### src/rtl/rr_onehot_arbiter16.sv
// Round-robin owner of a shared 16-way resource: one-hot grant, hold limit with penalty, dead cycle between owners.
// Latency: grant visible 1 cycle after the request is sampled; release/timeout/revoke take effect on the next edge.
// Backpressure: level requests are the handshake; a requester simply waits (holds req high) while not granted.
module rr_onehot_arbiter16 #(
    parameter int N_REQ    = 16,
    parameter int MAX_HOLD = 64
) (
    input  logic                       clk_i,
    input  logic                       rst_i,
    input  logic                       enable_i,
    input  logic [N_REQ-1:0]           req_i,
    output logic [N_REQ-1:0]           gnt_o,
    output logic [$clog2(N_REQ)-1:0]   gnt_idx_o,
    output logic                       gnt_valid_o,
    output logic                       timeout_o,
    output logic [N_REQ-1:0]           penalty_o
);

    localparam int IW  = $clog2(N_REQ);
    localparam int HCW = (MAX_HOLD == 0) ? 1 : $clog2(MAX_HOLD + 1);
    localparam logic [HCW-1:0] HOLD_MAX = HCW'(MAX_HOLD);

    typedef enum logic {
        IDLE  = 1'b0,
        GRANT = 1'b1
    } state_t;

    state_t          state;
    logic [IW-1:0]   ptr;
    logic [HCW-1:0]  hold_cnt;
    logic [N_REQ-1:0] penalty;

    logic [N_REQ-1:0] elig;
    logic            found;
    logic [IW-1:0]   winner;
    logic [IW-1:0]   idx;
    logic            owner_req;
    logic            at_limit;
    logic [N_REQ-1:0] penalty_nxt;

    function automatic logic [N_REQ-1:0] onehot(input logic [IW-1:0] sel);
        logic [N_REQ-1:0] v;
        v      = '0;
        v[sel] = 1'b1;
        return v;
    endfunction

    assign elig      = req_i & ~penalty;
    assign owner_req = req_i[gnt_idx_o];
    assign at_limit  = (MAX_HOLD != 0) && (hold_cnt == HOLD_MAX);
    assign penalty_o = penalty;

    // Rotating priority search: first eligible index at or above ptr, wrapping.
    always_comb begin
        found  = 1'b0;
        winner = '0;
        idx    = '0;
        for (int i = 0; i < N_REQ; i++) begin
            idx = ptr + IW'(i);
            if (!found && elig[idx]) begin
                found  = 1'b1;
                winner = idx;
            end
        end
    end

    // A timed-out owner is parked until it lets go of its request once.
    always_comb begin
        penalty_nxt = penalty & req_i;
        if (state == GRANT && enable_i && owner_req && at_limit) begin
            penalty_nxt = penalty_nxt | onehot(gnt_idx_o);
        end
    end

    always_ff @(posedge clk_i) begin
        if (rst_i) begin
            state       <= IDLE;
            ptr         <= '0;
            hold_cnt    <= '0;
            penalty     <= '0;
            gnt_o       <= '0;
            gnt_idx_o   <= '0;
            gnt_valid_o <= 1'b0;
            timeout_o   <= 1'b0;
        end else begin
            timeout_o <= 1'b0;
            penalty   <= penalty_nxt;
            case (state)
                IDLE: begin
                    if (enable_i && found) begin
                        state       <= GRANT;
                        gnt_idx_o   <= winner;
                        gnt_o       <= onehot(winner);
                        gnt_valid_o <= 1'b1;
                        hold_cnt    <= HCW'(1);
                    end
                end
                GRANT: begin
                    // Revoke and request drop take precedence over the hold limit.
                    if (!enable_i || !owner_req || at_limit) begin
                        state       <= IDLE;
                        gnt_o       <= '0;
                        gnt_valid_o <= 1'b0;
                        hold_cnt    <= '0;
                        ptr         <= gnt_idx_o + IW'(1);
                        timeout_o   <= enable_i && owner_req;
                    end else if (hold_cnt < HOLD_MAX) begin
                        hold_cnt <= hold_cnt + HCW'(1);
                    end
                end
                default: begin
                    state <= IDLE;
                end
            endcase
        end
    end

endmodule

### config.mk
export PLATFORM = sky130hd
export DESIGN_NAME = rr_onehot_arbiter16
export DESIGN_NICKNAME = d
export VERILOG_FILES = /design/src/rtl/rr_onehot_arbiter16.sv
export SDC_FILE = /design/constraint.sdc
export NUM_CORES = 1
export LEC_CHECK = 0
export CAP_MARGIN = 20
export CORE_MARGIN = 1.5
export CORE_UTILIZATION = 58
export DETAILED_ROUTE_END_ITERATION = 10
export GPL_TIMING_DRIVEN = 0
export MAX_ROUTING_LAYER = met4
export PLACE_DENSITY = 0.88
export SYNTH_ARGS = -nofsm -noshare
export SYNTH_HDL_FRONTEND = slang
export SYNTH_SLANG_ARGS = --single-unit
### constraint.sdc
create_clock -name clk_i -period 5.43 [get_ports clk_i]
set_input_delay 1.086 -clock clk_i [delete_from_list [all_inputs] [get_ports clk_i]]
set_output_delay 1.086 -clock clk_i [all_outputs]
set_load 0.01 [all_outputs]
==> impl_metrics.prom <==
# TYPE chip_impl_metric gauge
chip_impl_metric{name="timing.final.max_slew_violations",unit=""} 0
chip_impl_metric{name="cp.depth",unit=""} 15
chip_impl_info{name="most_frequent_cells_in_the_layout",value="62 x nor2_1, 56 x clkdlybuf4s50_1, 50 x dfxtp_1, 46 x nand2_1, 30 x mux4_2"} 1
chip_impl_metric{name="design.die.area",unit="sq um"} 9280
chip_impl_info{name="crit_path_cell_trace",value="clkinvlp_4 -> buf_2 -> ha_1 -> clkbuf_1 -> clkbuf_2 -> mux4_2 -> a22oi_1 -> o221a_2 -> buf_2 -> and2_1 -> nand4_1 -> or2_2 -> a21o_1 -> a2111o_1 -> o31ai_1"} 1
chip_impl_info{name="critPathMostFrequentCell",value="buf_2"} 1
chip_impl_metric{name="critical_path_required",unit="ps"} 5650
chip_impl_metric{name="ys_seq_area_frac",unit=""} 0.198
chip_impl_metric{name="n_antenna_cell",unit=""} 0
chip_impl_metric{name="cts_max_path_buffers",unit=""} 2
chip_impl_metric{name="ys.warnings.count",unit=""} 0
chip_impl_metric{name="grt_overflow",unit=""} 0
chip_impl_metric{name="dp.final_hpwl",unit="um"} 13400
chip_impl_metric{name="power_report.internal_total",unit="uW"} 904
chip_impl_metric{name="antenna_violations_before_repair",unit=""} 0
chip_impl_metric{name="path_clk_slew",unit="ps"} 100
chip_impl_metric{name="finish.net_count",unit=""} 689
chip_impl_metric{name="floorplan.io_pins",unit=""} 57
chip_impl_metric{name="port_buffers",unit=""} 56
chip_impl_metric{name="iter_0_drt_violations",unit=""} 677
chip_impl_metric{name="die_h",unit="um"} 96.3
chip_impl_metric{name="clkLatencyLatePin",unit="ps"} 310
chip_impl_metric{name="finalPower",unit="uW"} 1740
chip_impl_metric{name="cap_viol_max_count",unit=""} 0
chip_impl_info{name="endpoint_of_the_lowest_slack_register_to_register_path",value="gnt_o[15]"} 1
chip_impl_metric{name="number_of_remaining_drc_errors",unit=""} 0
chip_impl_metric{name="total_setup_violations_reported_at_the_end_of_the_flow",unit=""} 0
chip_impl_info{name="timing.setup.critical_path_class",value="reg -> reg"} 1
chip_impl_metric{name="numClockSinks",unit=""} 50
chip_impl_metric{name="timing_worst_slew_pin_value",unit="ps"} 1140
chip_impl_info{name="critPathCaptureType",value="flip-flop"} 1
chip_impl_metric{name="floorplan.initialDensity",unit=""} 0.606
chip_impl_metric{name="worst_clock_skew",unit="ps"} 13.5
chip_impl_metric{name="synth.avg_cell_area",unit="sq um"} 8.53
chip_impl_metric{name="routed_wl",unit="um"} 17600
chip_impl_metric{name="power_per_cell_area",unit="nW/um^2"} 296
chip_impl_metric{name="gp_congestion",unit=""} 1.07
chip_impl_metric{name="syn-num-nets",unit=""} 624
chip_impl_metric{name="critPathBufInv",unit=""} 5
chip_impl_metric{name="comb_power_share",unit=""} 0.649
chip_impl_info{name="cts_tree",value="done"} 1
chip_impl_info{name="regToRegStartpoint",value="ptr[1]"} 1
chip_impl_metric{name="worstRegToRegCells",unit=""} 15
chip_impl_info{name="cts-root-buf",value="clkbuf_8"} 1
chip_impl_metric{name="r2r_slack",unit="ps"} 120
chip_impl_metric{name="std_cell_core_area",unit="sq um"} 8340
chip_impl_metric{name="synth_async_sr_flop_share",unit=""} 0
chip_impl_metric{name="route.antenna.remaining_nets",unit=""} 0
chip_impl_metric{name="h_tree_level_count",unit=""} 2
chip_impl_metric{name="via_per_inst",unit=""} 7.17
chip_impl_metric{name="power.static_leakage",unit="uW"} 0.00202
chip_impl_metric{name="grt.total_usage",unit=""} 0.394
chip_impl_metric{name="clock_power_share",unit=""} 0.121
chip_impl_metric{name="critical-path-max-stage-delay",unit="ps"} 550
chip_impl_metric{name="number_of_global_route_vias_before_repair",unit=""} 4972
chip_impl_metric{name="grt_start_max_net_pins",unit=""} 16
chip_impl_metric{name="p_sw_frac",unit=""} 0.481
chip_impl_metric{name="edff_count_synth",unit=""} 0
chip_impl_metric{name="post-route-period-util",unit=""} 0.979
chip_impl_metric{name="post_synth_inst_count",unit=""} 592
chip_impl_info{name="yosys_most_used_dff",value="dfxtp_1"} 1
chip_impl_info{name="critical_path.startpoint_type",value="flip-flop"} 1
chip_impl_metric{name="power.ir.vdd_worst",unit="mV"} 0.227
chip_impl_info{name="layout_commonest_cell",value="nor2_1"} 1
chip_impl_metric{name="worst_slew_margin_rel",unit=""} 0.236
chip_impl_metric{name="core_occupancy_in_the_finished_layout",unit=""} 0.705
chip_impl_metric{name="routed_wire_length_per_instance",unit="um"} 23.1
chip_impl_metric{name="fillers",unit=""} 687
chip_impl_metric{name="netlist_area",unit="sq um"} 5050
chip_impl_metric{name="number_of_vias_after_detailed_routing",unit=""} 5465
chip_impl_metric{name="detail_route.first_pass.iterations",unit=""} 5
chip_impl_metric{name="rows",unit=""} 33
chip_impl_metric{name="ys_seq_elements",unit=""} 50
chip_impl_metric{name="area.growth.synth_to_final",unit="%"} 16.4
chip_impl_metric{name="die_width",unit="um"} 96.3
chip_impl_info{name="capturing_element_of_the_worst_setup_path",value="gnt_o[15]"} 1
chip_impl_info{name="startpoint",value="ptr[1]"} 1
chip_impl_metric{name="fmax",unit="MHz"} 188
chip_impl_metric{name="critical_path_arrival",unit="ps"} 5530
chip_impl_metric{name="period_minus_slack",unit="ps"} 5310
chip_impl_metric{name="hold_buffers",unit=""} 0
chip_impl_info{name="hp-class",value="reg -> reg"} 1
chip_impl_metric{name="grt_pass1_wl",unit="um"} 26600
chip_impl_metric{name="tritoncts.num_buffers",unit=""} 5
chip_impl_metric{name="finalHoldViolCount",unit=""} 0
chip_impl_metric{name="net-switching-power",unit="uW"} 838
chip_impl_info{name="critPathTopFamily",value="buffers and inverters"} 1
chip_impl_metric{name="final_layout_size_suffix_gt1_frac",unit=""} 0.151
chip_impl_metric{name="yosysUniqueCellTypes",unit=""} 82
chip_impl_info{name="run_status",value="finished, final reports clean"} 1
chip_impl_info{name="critical_path.slowest_cell",value="dfxtp_1"} 1
chip_impl_metric{name="timing.critical_path.fanout_max",unit=""} 13
chip_impl_metric{name="seq_power_share",unit=""} 0.230
## how the worst min path moves through the flow
stage / from / to / slack (ps) / cells past startpoint
4_1_cts: gnt_o[8] / gnt_o[8] / 460 / 2
5_1_grt: gnt_o[8] / gnt_o[8] / 480 / 2
6_report: gnt_o[8] / gnt_o[8] / 460 / 2
3_3_place_gp: gnt_o[2] / gnt_o[2] / 440 / 2
3_5_place_dp: gnt_o[8] / gnt_o[8] / 440 / 2
2_1_floorplan: hold_cnt[6] / hold_cnt[6] / 450 / 1
## worst reg2reg max path, cell delays in order (launching register included)
cell,delay (ps)
dfxtp_1,550
clkinvlp_4,340
buf_2,320
ha_1,320
clkbuf_1,340
clkbuf_2,370
mux4_2,360
a22oi_1,370
o221a_2,270
buf_2,210
and2_1,190
nand4_1,260
or2_2,420
a21o_1,190
a2111o_1,500
o31ai_1,230
## area by class of cell
type | count | area (sq um) | share of cell area
well taps | 105 | 131 | 0.0223
inverters | 12 | 51.3 | 0.00872
repair buffers | 60 | 591 | 0.100
flip-flops and latches | 50 | 1000 | 0.170
plain buffers | 36 | 198 | 0.0336
multi-input cells | 492 | 3830 | 0.651
clock inverters | 2 | 13.8 | 0.00234
clock buffers | 5 | 68.8 | 0.0117
## synth_stat cells, drive strengths merged, types with 2 or more instances
cell | instances | area [sq um]
a41oi | 8 | 77.6
mux4 | 30 | 676
clkbuf | 18 | 68.8
nand3b | 8 | 60.1
nor3b | 9 | 67.6
or2 | 4 | 25.0
o2111ai | 15 | 131
a21o | 4 | 30.0
a31oi | 4 | 25.0
o211ai | 15 | 118
nand3 | 11 | 55.1
o21ai | 25 | 125
or4 | 2 | 18.8
nor2b | 20 | 125
xor2 | 8 | 96.4
dfxtp | 50 | 1000
a21oi | 17 | 88.8
a211oi | 10 | 75.1
buf | 20 | 133
o21a | 4 | 30.0
nand2 | 46 | 173
nor4 | 3 | 33.8
mux2i | 13 | 134
a311oi | 2 | 17.5
mux2 | 8 | 90.1
a22oi | 21 | 163
o22ai | 8 | 50.1
and4 | 2 | 17.5
or3 | 2 | 12.5
a2111oi | 2 | 17.5
inv | 12 | 47.6
and3 | 6 | 37.5
and2 | 12 | 77.6
ha | 13 | 163
xnor2 | 13 | 114
o32ai | 3 | 26.3
nand2b | 16 | 100
nand4 | 12 | 75.1
nor3 | 9 | 45.0
and3b | 4 | 35.0
a31o | 2 | 17.5
nor2 | 62 | 233
o31ai | 18 | 135
## registers in the layout (all words and copies together), names as in the netlist
signal and count:
gnt_o 16, penalty_o 16, hold_cnt 7, gnt_idx_o 4
ptr 4, gnt_valid_o 1, state 1, timeout_o 1
## layer usage
| layer | GRT usage | vias to the layer above | routed length (um) |
|---|---|---|---|
| met5 | - | - | 0 |
| met4 | 0.164 | 0 | 652 |
| met3 | 0.0861 | 56 | 2000 |
| met2 | 0.607 | 362 | 8160 |
| met1 | 0.500 | 2619 | 6760 |
| li1 | - | 2428 | - |
## metrics by stage
step	hold slack (ps)	instance area, sq um	setup TNS [ps]	cells	worst slack, ps
after floorplan	454	5050	0	592	1020
after global placement	440	5740	-2620	753	-212
after detailed placement	438	5740	-2180	753	-212
after CTS	460	5830	0	760	14.6
final	459	5880	0	762	115
after global routing	484	5880	-22.9	762	-22.9
## power by group through the flow
stage	Sequential (uW)	Clock (uW)	Combinational [uW]
floorplan	412	0	770
detailed placement	408	0	1060
finish	400	212	1130
global placement	407	0	1050
CTS	399	214	1070
global route	402	226	1200
## timing repair
item / in CTS / in global routing
pin swaps: 0 / 2
setup endpoints to repair: 16 / 27
setup buffers: 0 / 4
resized for setup: 1 / 10
## cells by family after synthesis
group | count (synthesis) | share of synthesized area
AND/OR/NAND/NOR | 233 | 0.245
adder cells (fa/ha/maj) | 13 | 0.0322
multiplexers | 51 | 0.178
XOR/XNOR | 21 | 0.0416
flip-flops | 50 | 0.198
buffers and inverters | 50 | 0.0493
AO/OA/AOI/OAI | 174 | 0.256
Note: power is estimated with default switching activity, not from simulation.
==> variant 1, RTL diff (same flow settings) <==
`MAX_HOLD`: 64 -> 128.
--- a/src/rtl/rr_onehot_arbiter16.sv
+++ b/src/rtl/rr_onehot_arbiter16.sv
@@ -4,5 +4,5 @@
 module rr_onehot_arbiter16 #(
     parameter int N_REQ    = 16,
-    parameter int MAX_HOLD = 64
+    parameter int MAX_HOLD = 128
 ) (
     input  logic                       clk_i,
Function: same outputs for any inputs over 4 cycles, from zero or initial values and one cycle with rst_i high; that may be too few to reach the edited logic, so the function may still have changed.
==> variant 1 against the unedited design <==
Setup slack gained 0.072 ns. Wire length grew 1.6%. Cell area increased by 1.8%. Via count is 1.5% higher. Clock skew fell by 0.0075 ns. Non-clock buffer count down 8. Sequential cell count rose by 1. Maximum frequency rose by 1.4%. Area after synthesis rose by 1.9%. Critical path type is now input port to flop. Power up 6.6%.
==> variant 1: results <==
{
  "synth_cell_types": 78,
  "yosysSeqAreaShare_pct": 19.8,
  "dpl.hpwl_um": 13700,
  "slowest_delay_ns": 0.63,
  "drive_gt1_share_pct": 12.6,
  "whs_ns": 0.464,
  "worstHoldEndpoint": "gnt_o[5]",
  "cts-root-buf": "clkbuf_8",
  "first_pass_iters": 6,
  "cp_max_fo": 8,
  "post_cts_resized": 0,
  "ys_top_cells_by_count": "61 x nor2_1, 59 x nand2_1, 51 x dfxtp_1",
  "r2r_cells": 14,
  "rr_startpoint": "ptr[1]",
  "leakage_uw": 0.00219,
  "synthTopCellsByArea": "dfxtp_1 20%, mux4_2 14%, mux2i_1 7.2%",
  "status": "finished clean",
  "worst_path_dominant_cell_family": "compound AO/OA/AOI/OAI gates",
  "cpMaxStageDelayCell": "a211oi_1",
  "grt_pass1_wl_um": 28700,
  "r2r_end": "gnt_o[1]",
  "fin_nets": 698,
  "r2r_slack_ns": 0.39,
  "gp_congestion": 1.10,
  "skew_ns": 0.00600,
  "routed_wl_um": 17900,
  "slew-limit-headroom_pct": 35.7,
  "num_vias": 5548,
  "vdd_ir_drop_max_mv": 0.263,
  "crit_arrival_ns": 5.45,
  "place_area_mm2": 0.00584,
  "grt_pass1_vias": 5237,
  "grt_max_degree": 18,
  "drtIter0Drc": 749
}
[variant 1: kinds of logic (layout without fill, tap and decap cells)]
| logic type | count (synthesis) | in the layout | share of synthesized area [%] |
|---|---|---|---|
| flip-flops | 51 | 51 | 19.8 |
| multiplexers | 78 | 78 | 23.4 |
| AND/OR/NAND/NOR | 234 | 234 | 22.8 |
| adder cells (fa/ha/maj) | 13 | 13 | 3.16 |
| buffers and inverters | 49 | 112 | 4.69 |
| XOR/XNOR | 17 | 17 | 3.33 |
| AO/OA/AOI/OAI | 162 | 162 | 22.7 |
[variant 1: layout make-up]
class | instances | area (um2)
Tap cell | 108 | 135
Multi-Input combinational cell | 504 | 3890
Clock inverter | 3 | 71.3
Sequential cell | 51 | 1020
Clock buffer | 5 | 68.8
Timing Repair Buffer | 56 | 561
Fill cell | 694 | 2690
Inverter | 16 | 61.3
Buffer | 32 | 178
[variant 1: metal layers]
| metal | vias to the layer above | global-route usage (%) | wire length, um |
|---|---|---|---|
| met5 | - | - | 0 |
| met4 | 0 | 17.4 | 824 |
| met3 | 80 | 6.83 | 2060 |
| met2 | 410 | 60.5 | 8250 |
| met1 | 2613 | 50.2 | 6710 |
| li1 | 2445 | - | - |
[variant 1: power by group]
part	total (uW)	switching [uW]	internal, uW	leakage [uW]
clock network	324	137	187	0.0000703
logic	1120	693	428	0.00170
registers	413	19.4	393	0.000413
[variant 1: worst max path at each step]
| stage | startpoint | slack (ns) | cells past startpoint | to |
|---|---|---|---|---|
| floorplan | ptr[1] | 1.32 | 12 | gnt_o[0] |
| global placement | req_i[12] | 0.19 | 11 | gnt_o[11] |
| detailed placement | req_i[13] | 0.03 | 11 | gnt_o[1] |
| CTS | ptr[1] | 0.1 | 12 | gnt_o[1] |
| global route | ptr[2] | 0.10 | 14 | gnt_o[1] |
| finish | req_i[13] | 0.19 | 11 | gnt_o[1] |
[variant 1: worst min-delay path: cells and delay by family, from the launching register on]
| family | cells | cell delay [ns] |
|---|---|---|
| DFF | 1 | 0.34 |
| and+or+nand+nor | 1 | 0.05 |
| AOI/OAI and AO/OA | 1 | 0.05 |
[variant 1: per-stage QoR]
step           power (uW)  cells  setup slack, ns  utilization, %
2_1_floorplan        1190    604             1.32               -
3_3_place_gp         1470    768            0.186            67.3
3_5_place_dp         1490    768           0.0321            67.3
4_1_cts              1810    776           0.0988            68.9
5_1_grt              1940    775            0.104            69.0
6_report             1860    775            0.188            69.0
==> variant 2, RTL diff (same settings) <==
Without the edit above. Reset style: asynchronous (`rst_i`), changed in one clocked block.
--- a/src/rtl/rr_onehot_arbiter16.sv
+++ b/src/rtl/rr_onehot_arbiter16.sv
@@ -73,5 +73,5 @@
     end
 
-    always_ff @(posedge clk_i) begin
+    always_ff @(posedge clk_i or posedge rst_i) begin
         if (rst_i) begin
             state       <= IDLE;
Formal check against the unedited RTL: differs if rst_i is asserted again (counterexample within 4 cycles, from zero or initial values and one cycle with rst_i high); with rst_i held inactive, the same outputs for 4 cycles.
==> variant 2 against the unedited design <==
Area after synthesis grew 7.8%. Largest cell class unchanged. Cell area grew 6.9%. Wire length shrank 2.1%. Setup slack gained 0.17 ns. Sequential cell count is the same. Non-clock buffer count shrank 5.
Power is left out: the tool's default activity adds up to more than one toggle a clock period on the data nets, which glitch-free logic cannot reach.
==> variant 2: results <==
{
  "drtIter0Drc": 400,
  "ys_top_cells_by_count": "52 x nand2_1, 50 x dfrtp_1, 37 x nor2_1",
  "crit_arrival_ns": 5.35,
  "num-nonclk-buffers": 91,
  "fin_nets": 650,
  "nClkBuffers": 6,
  "vias_per_cell": 7.01,
  "synth_cell_types": 97,
  "status": "finished clean",
  "fillCellCount": 712,
  "skew_ns": 0.00608,
  "cpMaxStageDelayCell": "o41a_4",
  "multi_input_cells": 455,
  "synth.net_count": 586,
  "ys_async_sr_fraction_pct": 100,
  "yosysSeqAreaShare_pct": 23.0,
  "routed_wl_um": 17200,
  "synthTopCellsByArea": "dfrtp_1 23%, mux4_2 10%, mux2i_1 3.9%",
  "clk_share_pct": 1.93,
  "drive_gt1_share_pct": 19.9,
  "grt_pass1_wl_um": 27900,
  "gp_congestion": 0.967,
  "grt_max_degree": 33,
  "worst_pin_slew_ns": 1.06,
  "ff_latch_area_mm2": 0.00125,
  "final-nonclk-buf-share_pct": 13.5,
  "nNonClkInverters": 15
}
==> variant 2: path summary, 6_finish.rpt <==
kind,endpoint,slack [ns],cells past startpoint,start
max in group asynchronous,gnt_o[12],3.84,3,rst_i
worst max-delay path,gnt_o[7],0.29,19,ptr[1]
min in group asynchronous,ptr[0],1.09,2,rst_i
worst min register to register,gnt_o[5],0.49,2,gnt_o[5]
worst min-delay path,gnt_o[5],0.49,2,gnt_o[5]
worst max register to register,gnt_o[7],0.29,19,ptr[1]
==> variant 2: metrics by stage <==
step                area [um2]  hold WS (ns)  setup slack [ns]  util (%)  std cells
global placement          6140         0.466             0.307      67.1        721
CTS                       6280         0.489             0.225      68.7        730
global route              6290         0.527            0.0320      68.7        730
finish                    6290         0.489             0.290      68.7        730
detailed placement        6160         0.467             0.257      67.3        722
floorplan                 5440         0.482              1.28         -        554
==> variant 2: kinds of logic (layout without fill, tap and decap cells) <==
| logic type | Yosys count | after routing | share of synthesized area [%] |
|---|---|---|---|
| buffers and inverters | 49 | 114 | 5.98 |
| and+or+nand+nor | 201 | 201 | 21.0 |
| xor gates and xnor gates | 20 | 20 | 3.98 |
| adders and majority gates | 13 | 13 | 2.99 |
| AOI/OAI and AO/OA | 156 | 156 | 23.1 |
| muxes | 65 | 65 | 20.0 |
| DFF | 50 | 50 | 23.0 |
==> variant 2: routing by layer <==
metal / GRT usage, % / vias to the layer above / routed length [um]
met4: 9.10 / 0 / 272
met5: - / - / 0
li1: - / 2286 / -
met3: 4.74 / 32 / 1230
met1: 50.6 / 2545 / 7300
met2: 59.4 / 254 / 8410
==> variant 2: repair_timing <==
| action | CTS | global route |
|---|---|---|
| endpoints found under the hold margin | 0 | 0 |
| setup endpoints to repair | 0 | 23 |
| hold buffers | 0 | 0 |
| gates resized for setup | 0 | 3 |
| setup buffers | 0 | 0 |
